`src/rtl/lo_sequencer_pkg.sv`:
```
// Shared encodings for the LO sequencer and the mixer sign/zero decode:
// mode and LO code enums plus period helpers.
package lo_sequencer_pkg;

  typedef enum logic [1:0] {
    MODE_OFF = 2'd0,
    MODE_FS4 = 2'd1,
    MODE_FS2 = 2'd2,
    MODE_DC  = 2'd3
  } mode_e;

  typedef enum logic [1:0] {
    LO_ZERO = 2'b00,
    LO_POS  = 2'b01,
    LO_NEG  = 2'b10
  } lo_e;

  typedef enum logic [1:0] {
    ST_IDLE = 2'd0,
    ST_RUN  = 2'd1,
    ST_PEND = 2'd2
  } state_e;

  // Every period is a power of two, so period-1 doubles as the phase mask.
  function automatic logic [1:0] period_m1(input mode_e mode);
    case (mode)
      MODE_FS4: return 2'd3;
      MODE_FS2: return 2'd1;
      default:  return 2'd0;
    endcase
  endfunction

  function automatic logic [1:0] start_phase(input mode_e mode, input logic [1:0] phase);
    return phase & period_m1(mode);
  endfunction

endpackage

```
`src/rtl/lo_pattern_lut.sv`:
```
// Combinational (mode, phase) -> LO code lookup, plus the last phase index
// of the mode's period used for boundary detection.
module lo_pattern_lut
  import lo_sequencer_pkg::*;
(
  input  mode_e      mode,
  input  logic [1:0] phase,
  output lo_e        lo,
  output logic [1:0] last_phase
);

  // NOTE: assign a default before the case so every path drives lo and no latch is inferred.
  always_comb begin
    lo = LO_ZERO;
    case (mode)
      MODE_FS4: begin
        case (phase)
          2'd0:    lo = LO_POS;
          2'd2:    lo = LO_NEG;
          default: lo = LO_ZERO;
        endcase
      end
      MODE_FS2: lo = phase[0] ? LO_NEG : LO_POS;
      MODE_DC:  lo = LO_POS;
      default:  lo = LO_ZERO;
    endcase
  end

  assign last_phase = period_m1(mode);

endmodule

```
`src/rtl/lo_sequencer.sv`:
```
// Per-sample LO code generator. Reconfiguration is held in a shadow register
// and committed only at a period boundary (or when the sequencer is disabled).
module lo_sequencer
  import lo_sequencer_pkg::*;
#(
  parameter logic [1:0] RESET_MODE  = 2'd1,
  parameter logic [1:0] RESET_PHASE = 2'd0
) (
  input  logic       clk,
  input  logic       rst_n,
  input  logic       en_i,
  input  logic [1:0] mode_i,
  input  logic [1:0] phase_i,
  input  logic       cfg_load_i,
  input  logic       sample_valid_i,
  output logic [1:0] lo_o,
  output logic       lo_valid_o,
  output logic [1:0] phase_o,
  output logic       cfg_busy_o
);

  state_e     state_q, state_d;
  mode_e      act_mode_q, act_mode_d;
  logic [1:0] act_start_q, act_start_d;
  mode_e      sh_mode_q, sh_mode_d;
  logic [1:0] sh_start_q, sh_start_d;
  logic [1:0] cnt_q, cnt_d;
  lo_e        lo_q, lo_d;
  logic [1:0] ph_out_q, ph_out_d;
  logic       lo_valid_q;

  lo_e        lut_code;
  logic [1:0] lut_last;

  lo_pattern_lut u_lut (
    .mode       (act_mode_q),
    .phase      (cnt_q),
    .lo         (lut_code),
    .last_phase (lut_last)
  );

  // NOTE: combinational next-state logic uses blocking '=' so later lines see
  // earlier updates (e.g. act_start_d); the register process below uses '<='.
  always_comb begin
    state_d     = state_q;
    act_mode_d  = act_mode_q;
    act_start_d = act_start_q;
    sh_mode_d   = sh_mode_q;
    sh_start_d  = sh_start_q;
    cnt_d       = cnt_q;
    lo_d        = lo_q;
    ph_out_d    = ph_out_q;

    case (state_q)
      ST_IDLE: begin
        lo_d     = LO_ZERO;
        ph_out_d = '0;
        if (cfg_load_i) begin
          act_mode_d  = mode_e'(mode_i);
          act_start_d = start_phase(mode_e'(mode_i), phase_i);
        end
        cnt_d = act_start_d;
        if (en_i) state_d = ST_RUN;
      end

      ST_RUN, ST_PEND: begin
        if (!en_i) begin
          // Disable: drop any in-flight code, flush the shadow, then let a
          // coincident load land on top as an ordinary idle load.
          state_d  = ST_IDLE;
          lo_d     = LO_ZERO;
          ph_out_d = '0;
          if (state_q == ST_PEND) begin
            act_mode_d  = sh_mode_q;
            act_start_d = sh_start_q;
          end
          if (cfg_load_i) begin
            act_mode_d  = mode_e'(mode_i);
            act_start_d = start_phase(mode_e'(mode_i), phase_i);
          end
          cnt_d = act_start_d;
        end else begin
          if (sample_valid_i) begin
            lo_d     = lut_code;
            ph_out_d = cnt_q;
            if (state_q == ST_PEND && cnt_q == lut_last) begin
              act_mode_d  = sh_mode_q;
              act_start_d = sh_start_q;
              cnt_d       = sh_start_q;
              state_d     = ST_RUN;
            end else begin
              cnt_d = (cnt_q == lut_last) ? 2'd0 : cnt_q + 2'd1;
            end
          end
          // A load after the boundary commit above re-arms PEND with the new value.
          if (cfg_load_i) begin
            sh_mode_d  = mode_e'(mode_i);
            sh_start_d = start_phase(mode_e'(mode_i), phase_i);
            state_d    = ST_PEND;
          end
        end
      end

      default: state_d = ST_IDLE;
    endcase
  end

  always_ff @(posedge clk or negedge rst_n) begin
    if (!rst_n) begin
      state_q     <= ST_IDLE;
      act_mode_q  <= mode_e'(RESET_MODE);
      act_start_q <= start_phase(mode_e'(RESET_MODE), RESET_PHASE);
      sh_mode_q   <= MODE_OFF;
      sh_start_q  <= '0;
      cnt_q       <= start_phase(mode_e'(RESET_MODE), RESET_PHASE);
      lo_q        <= LO_ZERO;
      ph_out_q    <= '0;
      lo_valid_q  <= 1'b0;
    end else begin
      state_q     <= state_d;
      act_mode_q  <= act_mode_d;
      act_start_q <= act_start_d;
      sh_mode_q   <= sh_mode_d;
      sh_start_q  <= sh_start_d;
      cnt_q       <= cnt_d;
      lo_q        <= lo_d;
      ph_out_q    <= ph_out_d;
      lo_valid_q  <= sample_valid_i;
    end
  end

  assign lo_o       = lo_q;
  assign lo_valid_o = lo_valid_q;
  assign phase_o    = ph_out_q;
  assign cfg_busy_o = (state_q == ST_PEND);

endmodule

```
`config.mk`:
```
export PLATFORM = sky130hd
export DESIGN_NAME = lo_sequencer
export DESIGN_NICKNAME = d
export VERILOG_FILES = /design/src/rtl/lo_sequencer_pkg.sv /design/src/rtl/lo_pattern_lut.sv /design/src/rtl/lo_sequencer.sv
export SDC_FILE = /design/constraint.sdc
export NUM_CORES = 1
export LEC_CHECK = 0
export CORE_MARGIN = 8
export CORE_UTILIZATION = 52
export CTS_CLUSTER_DIAMETER = 30
export CTS_CLUSTER_SIZE = 8
export DETAILED_ROUTE_END_ITERATION = 16
export PLACE_DENSITY_LB_ADDON = 0.2
export SLEW_MARGIN = 20
export SYNTH_ARGS = -nofsm -noshare
export SYNTH_HDL_FRONTEND = slang
export SYNTH_SLANG_ARGS = --single-unit
```
`constraint.sdc`:
```
create_clock -name clk -period 2.6 [get_ports clk]
set_input_delay 0.65 -clock clk [delete_from_list [all_inputs] [get_ports clk]]
set_output_delay 0.65 -clock clk [all_outputs]
set_load 0.01 [all_outputs]
```
==> reports/results.tsv, run 1 <==
stage	metric	value	unit
status	status	complete, no violations	
drt	final_antenna_net_count	0	
synthesis	synth_seq_area_share	41.0	%
synthesis	synth.distinct_cells	34	
sta	fin_crit	2.36	ns
drt	top_layer	met4	
sta	max_freq	424	MHz
die	dieArea	3690	sq um
drt	drt-met1-wl	912	microns
die	initial_core_util	54.1	%
sta	hold_violations	0	
drt	drt-vias-per-instance	5.82	
synthesis	yosysWarnings	0	
sta	maxSlewViolCount	0	
cts	cts_tree	yes	
global_route	grt_antenna_before_repair	0	
die	die_w	60.7	microns
run	cap_violations	0	
layout	regArea	427	sq um
setup_path	critPathKind	reg -> out	
layout	final.fill_count	171	
cts	post_cts_buffers	0	
sta	tns	0	ns
cts	ctsHoldBuffers	0	
setup_path	path_buf_inv	2	
setup_path	path_cells	inv_1, ha_1, clkdlybuf4s50_1	
drt	drtIter0Drc	23	
pwr	leakagePower	0.580	nW
synthesis	synth_top_area_share	38.5	%
die	rows	16	
drt	wl_per_cell	15.0	microns
cts	cts_resized	0	
placed_design	io_buffers	14	
global_route	grt_overflow	0	
setup_path	crit_arrival	1.71	ns
sta	relSlewSlack	48.3	%
global_route	grt.total_usage	14.6	%
sta	finalClockSkew	0.0112	ns
sta	worst_slew_pin_slew	0.773	ns
setup_path	crit_family	buffers and inverters	
placed_design	dp_hpwl	1740	microns
synthesis	synth.area.top_cells	dfrtp_1 39%, ha_1 13%, mux2i_1 4.8%	
pwr	fin_total_pwr	1.51	mW
drt	first_pass_iters	4	
setup_path	slowest_delay	0.59	ns
cts	htree_levels	1	
drt	met3_length	166	microns
cts	cts_buffers	3	
setup_path	cp-end-kind	primary output	
cts	worst_skew_pair.late_latency	0.30	ns
setup_path	critPathLaunchType	flip-flop	
pwr	p_per_area	1210	nW/um^2
drt	post-route-drc-count	0	
cts	cts_sinks	17	
setup_path	cp.required	1.95	ns
synthesis	syn_area	1040	sq um
sta	post-route-period-util	90.8	%
drt	vias	884	
layout	fin_nets	146	
global_route	grt_pass1_wl	4020	microns
die	die_h	60.7	microns
cts	path_clk_slew	0.10	ns
cts	cts.path.max_buffers	2	
synthesis	ys_ff_latch	17	
synthesis	syn_inst	107	
worst_hold_path	min_path_type	reg -> reg	
pwr	peakVddDrop	0.000636	V
cts	root_buffer	clkbuf_4	
drt	met2WireLength	1120	microns
global_route	grt_max_degree	18	
drt	routed_wl	2280	microns
layout	drive_gt1_share	7.20	%
global_route	first_global_vias	899	
placed_design	gp_congestion	0.870	
synthesis	syn_nets	127	
setup_path	cp_max_fo	7	
layout	multiInputGateArea	557	sq um
setup_path	slowest_stage	clkdlybuf4s50_1	
die	core_area	1920	sq um
synthesis	yosysTopAreaCell	dfrtp_1	
layout	n_antenna_cell	0	
sta	rsz0062_at_grt	false	
sta	finalSetupViolations	0	
die	ios	15	
layout	syn_to_final_growth	19.3	%
synthesis	synth.avg_cell_area	9.72	sq um
## logic make-up after synthesis
group,count (synthesis),synth area share (%)
muxes,7,6.98
adders and majority gates,11,13.2
xor gates and xnor gates,2,1.69
AOI/OAI and AO/OA,29,18.8
and+or+nand+nor,27,12.9
DFF,17,41.0
buffers and inverters,14,5.42
## registers in the layout (all words and copies together), names as in the netlist
name         cells
phase_o          2
sh_mode_q        2
sh_start_q       2
act_start_q      2
act_mode_q       2
lo_o             2
state_q          2
cnt_q            2
lo_valid_o       1
## report_power, final
group          internal [mW]  switching (mW)
Sequential             0.390          0.0965
Clock                 0.0597          0.0838
Combinational          0.390           0.486
## per-stage QoR
step / setup slack, ns / hold slack (ns) / area, sq um / instances / util, %
floorplan: 0.468 / 0.354 / 1040 / 107 / -
global placement: 0.205 / 0.466 / 1210 / 148 / 63.2
detailed placement: 0.184 / 0.471 / 1210 / 148 / 63.2
CTS: 0.256 / 0.491 / 1240 / 152 / 64.5
global route: 0.178 / 0.511 / 1240 / 152 / 64.5
finish: 0.240 / 0.484 / 1240 / 152 / 64.5
## synthesized netlist by cell type (all sizes together)
master / n
nor2: 4
or2: 2
a211o: 1
a21o: 1
mux2i: 5
a22oi: 1
o31ai: 1
a211oi: 1
o32a: 2
o21ai: 8
dfstp: 1
a31oi: 2
mux2: 2
and2: 1
nand2b: 1
a32oi: 1
inv: 13
xor2: 2
o22ai: 2
and3: 3
a32o: 1
nand2: 10
buf: 1
a221oi: 1
dfrtp: 16
or4: 1
o22a: 2
ha: 11
nor3: 1
or3: 1
a21oi: 5
nor4: 3
## layout by cell type, fill, tap and decap left out, types with 2 or more instances in the layout
cell type / count
nor4_1: 3
a31oi_1: 2
o22a_1: 2
o21ai_0: 8
inv_1: 13
mux2i_1: 5
nor2_1: 4
clkbuf_4: 3
and3_1: 3
or2_2: 2
a21oi_1: 5
nand2_1: 10
o22ai_1: 2
dfrtp_1: 16
xor2_1: 2
clkdlybuf4s50_1: 14
ha_1: 11
## worst register-to-register path: cells and delay by family, from the launching register on
| kind | cells | cell delay (ns) |
|---|---|---|
| AO/OA/AOI/OAI | 1 | 0.26 |
| buffers and inverters | 1 | 0.07 |
| flip-flops | 1 | 0.55 |
| XOR/XNOR | 1 | 0.21 |
| AND/OR/NAND/NOR | 1 | 0.43 |
| multiplexers | 1 | 0.34 |
| adder cells (fa/ha/maj) | 1 | 0.30 |
## path summary, 6_finish.rpt
| check | depth (start not counted) | from | to | slack, ns |
|---|---|---|---|---|
| worst max-delay path | 3 | state_q[0] | cfg_busy_o | 0.24 |
| worst min-delay path | 2 | lo_o[0] | lo_o[0] | 0.48 |
| max in group asynchronous | 1 | rst_n | sh_mode_q[0] | 1.31 |
| min in group asynchronous | 1 | rst_n | phase_o[1] | 0.79 |
| worst min register to register | 2 | lo_o[0] | lo_o[0] | 0.48 |
| worst max register to register | 6 | act_mode_q[0] | state_q[0] | 0.34 |
## area by class of cell
type / count / area share [%]
tap: 27 / 2.72
inverter: 13 / 3.94
clock buffer: 4 / 2.12
sequential: 17 / 34.4
multi-input combinational: 76 / 44.9
timing repair buffer: 15 / 11.9
## per-layer routing
layer	GRT usage, %	vias up
li1	-	421
met4	9.63	0
met5	0	-
met3	4.24	9
met2	23.8	36
met1	16.0	418
Note: power is estimated with default switching activity, not from simulation.
==> run 2, diff against run 1 <==
SKIP_LAST_GASP = 1   (was default)
==> results of run 2 <==
No change in the layout: final DEF, timing and power equal those of run 1.
==> run 3, diff against run 2 <==
CORE_UTILIZATION = 55   (was 52)
CTS_BUF_LIST = sky130_fd_sc_hd__clkbuf_4 sky130_fd_sc_hd__clkbuf_8   (was default)
CTS_CLUSTER_DIAMETER = 60   (was 30)
PLACE_DENSITY = 0.81   (was default)
PLACE_DENSITY_LB_ADDON = default   (was 0.2)
==> reports/results.tsv, run 3 (synthesis results as in run 1) <==
stage	metric	value	unit
status	status	complete, no violations	
global_route	grt_antenna_before_repair	0	
cts	cts_sinks	17	
drt	drt-vias-per-instance	5.70	
setup_path	crit_arrival	1.71	ns
sta	hold_violations	0	
setup_path	critPathLaunchType	flip-flop	
drt	vias	855	
sta	max_freq	425	MHz
cts	ctsHoldBuffers	0	
layout	layout_commonest_cell	dfrtp_1	
pwr	fin_total_pwr	1.50	mW
drt	drtIter0Drc	22	
global_route	grt.total_usage	13.5	%
sta	finalSetupViolations	0	
global_route	grt_max_degree	18	
layout	multiInputGateArea	557	sq um
layout	drive_gt1_share	8.00	%
cts	path_clk_slew	0.10	ns
sta	post-route-period-util	90.6	%
cts	cts_resized	0	
worst_hold_path	min_path_type	reg -> reg	
placed_design	io_buffers	14	
die	rows	15	
global_route	grt_pass1_wl	3730	microns
sta	relSlewSlack	50.1	%
die	initial_core_util	59.6	%
sta	worst_slew_pin_slew	0.746	ns
pwr	p_per_area	1210	nW/um^2
layout	mostFrequentLayoutCells	16 x dfrtp_1, 14 x clkdlybuf4s50_1, 13 x inv_1, 11 x ha_1, 10 x nand2_1	
cts	cts.path.max_buffers	2	
pwr	leakagePower	0.583	nW
cts	post_cts_buffers	0	
layout	regArea	427	sq um
drt	routed_wl	2200	microns
sta	fin_crit	2.36	ns
die	ios	15	
die	die_w	59.5	microns
global_route	first_global_vias	821	
pwr	peakVddDrop	0.000672	V
drt	final_antenna_net_count	0	
cts	worst_skew_pair.late_latency	0.30	ns
drt	post-route-drc-count	0	
placed_design	gp_congestion	0.849	
sta	tns	0	ns
drt	first_pass_iters	4	
die	core_area	1750	sq um
cts	cts_buffers	3	
setup_path	cp.required	1.95	ns
layout	final.fill_count	143	
layout	fin_util	71.0	%
setup_path	critPathKind	reg -> out	
drt	wl_per_cell	14.7	microns
setup_path	cp_max_fo	7	
layout	fin_nets	146	
cts	cts_tree	yes	
placed_design	dp.cells	146	
sta	rsz0062_at_grt	false	
placed_design	dp_hpwl	1740	microns
setup_path	cp-end-kind	primary output	
cts	htree_levels	1	
cts	root_buffer	clkbuf_4	
layout	n_antenna_cell	0	
run	cap_violations	0	
die	die_h	59.5	microns
layout	stdcell_count	150	
sta	maxSlewViolCount	0	
sta	finalClockSkew	0.00132	ns
layout	syn_to_final_growth	19.1	%
die	dieArea	3540	sq um
global_route	grt_overflow	0	
==> run 3: cell types whose count changed in the layout (fill, tap and decap cells not counted) <==
| cell | previous run | this run |
|---|---|---|
| clkbuf_1 | 1 | 0 |
| clkinv_2 | 0 | 1 |
==> run 3: metrics by stage <==
step	area [sq um]	hold slack (ns)	worst slack (ns)
final	1240	0.487	0.245
after global routing	1240	0.522	0.168
after CTS	1240	0.492	0.232
after floorplan	1040	0.354	0.468
after global placement	1210	0.464	0.186
after detailed placement	1210	0.471	0.129
==> run 3: final timing paths <==
check                              startpoint  depth (start not counted)  slack, ns    endpoint
worst max-delay path               state_q[0]                          3       0.24  cfg_busy_o
worst min-delay path                  lo_o[1]                          2       0.49     lo_o[1]
worst max register to register  act_mode_q[0]                          6       0.30  state_q[0]
worst min register to register        lo_o[1]                          2       0.49     lo_o[1]
max in group asynchronous               rst_n                          1       1.35  state_q[0]
min in group asynchronous               rst_n                          1       0.78  phase_o[1]
==> run 3: layer usage <==
| metal | wire length, microns | GRT usage [%] |
|---|---|---|
| met1 | 980 | 17.8 |
| met2 | 1030 | 20.8 |
| met3 | 161 | 3.69 |
| met4 | 25 | 4.10 |
| met5 | 0 | 0 |
==> run 3: where the power goes <==
part / total (mW) / internal (mW) / switching, mW
combinational: 0.873 / 0.390 / 0.483
sequential: 0.486 / 0.390 / 0.0959
clock: 0.143 / 0.0574 / 0.0859
==> run 3: critical path: stages, from the launching register on <==
cell and delay [ns]:
dfrtp_1 0.42, inv_1 0.10, ha_1 0.29, clkdlybuf4s50_1 0.60
==> run 3: area by class of cell <==
class / count / area share [%]
Sequential cell: 17 / 34.4
Multi-Input combinational cell: 76 / 44.9
Tap cell: 25 / 2.53
Timing Repair Buffer: 15 / 11.9
Clock inverter: 1 / 0.404
Inverter: 13 / 3.94
Clock buffer: 3 / 1.82
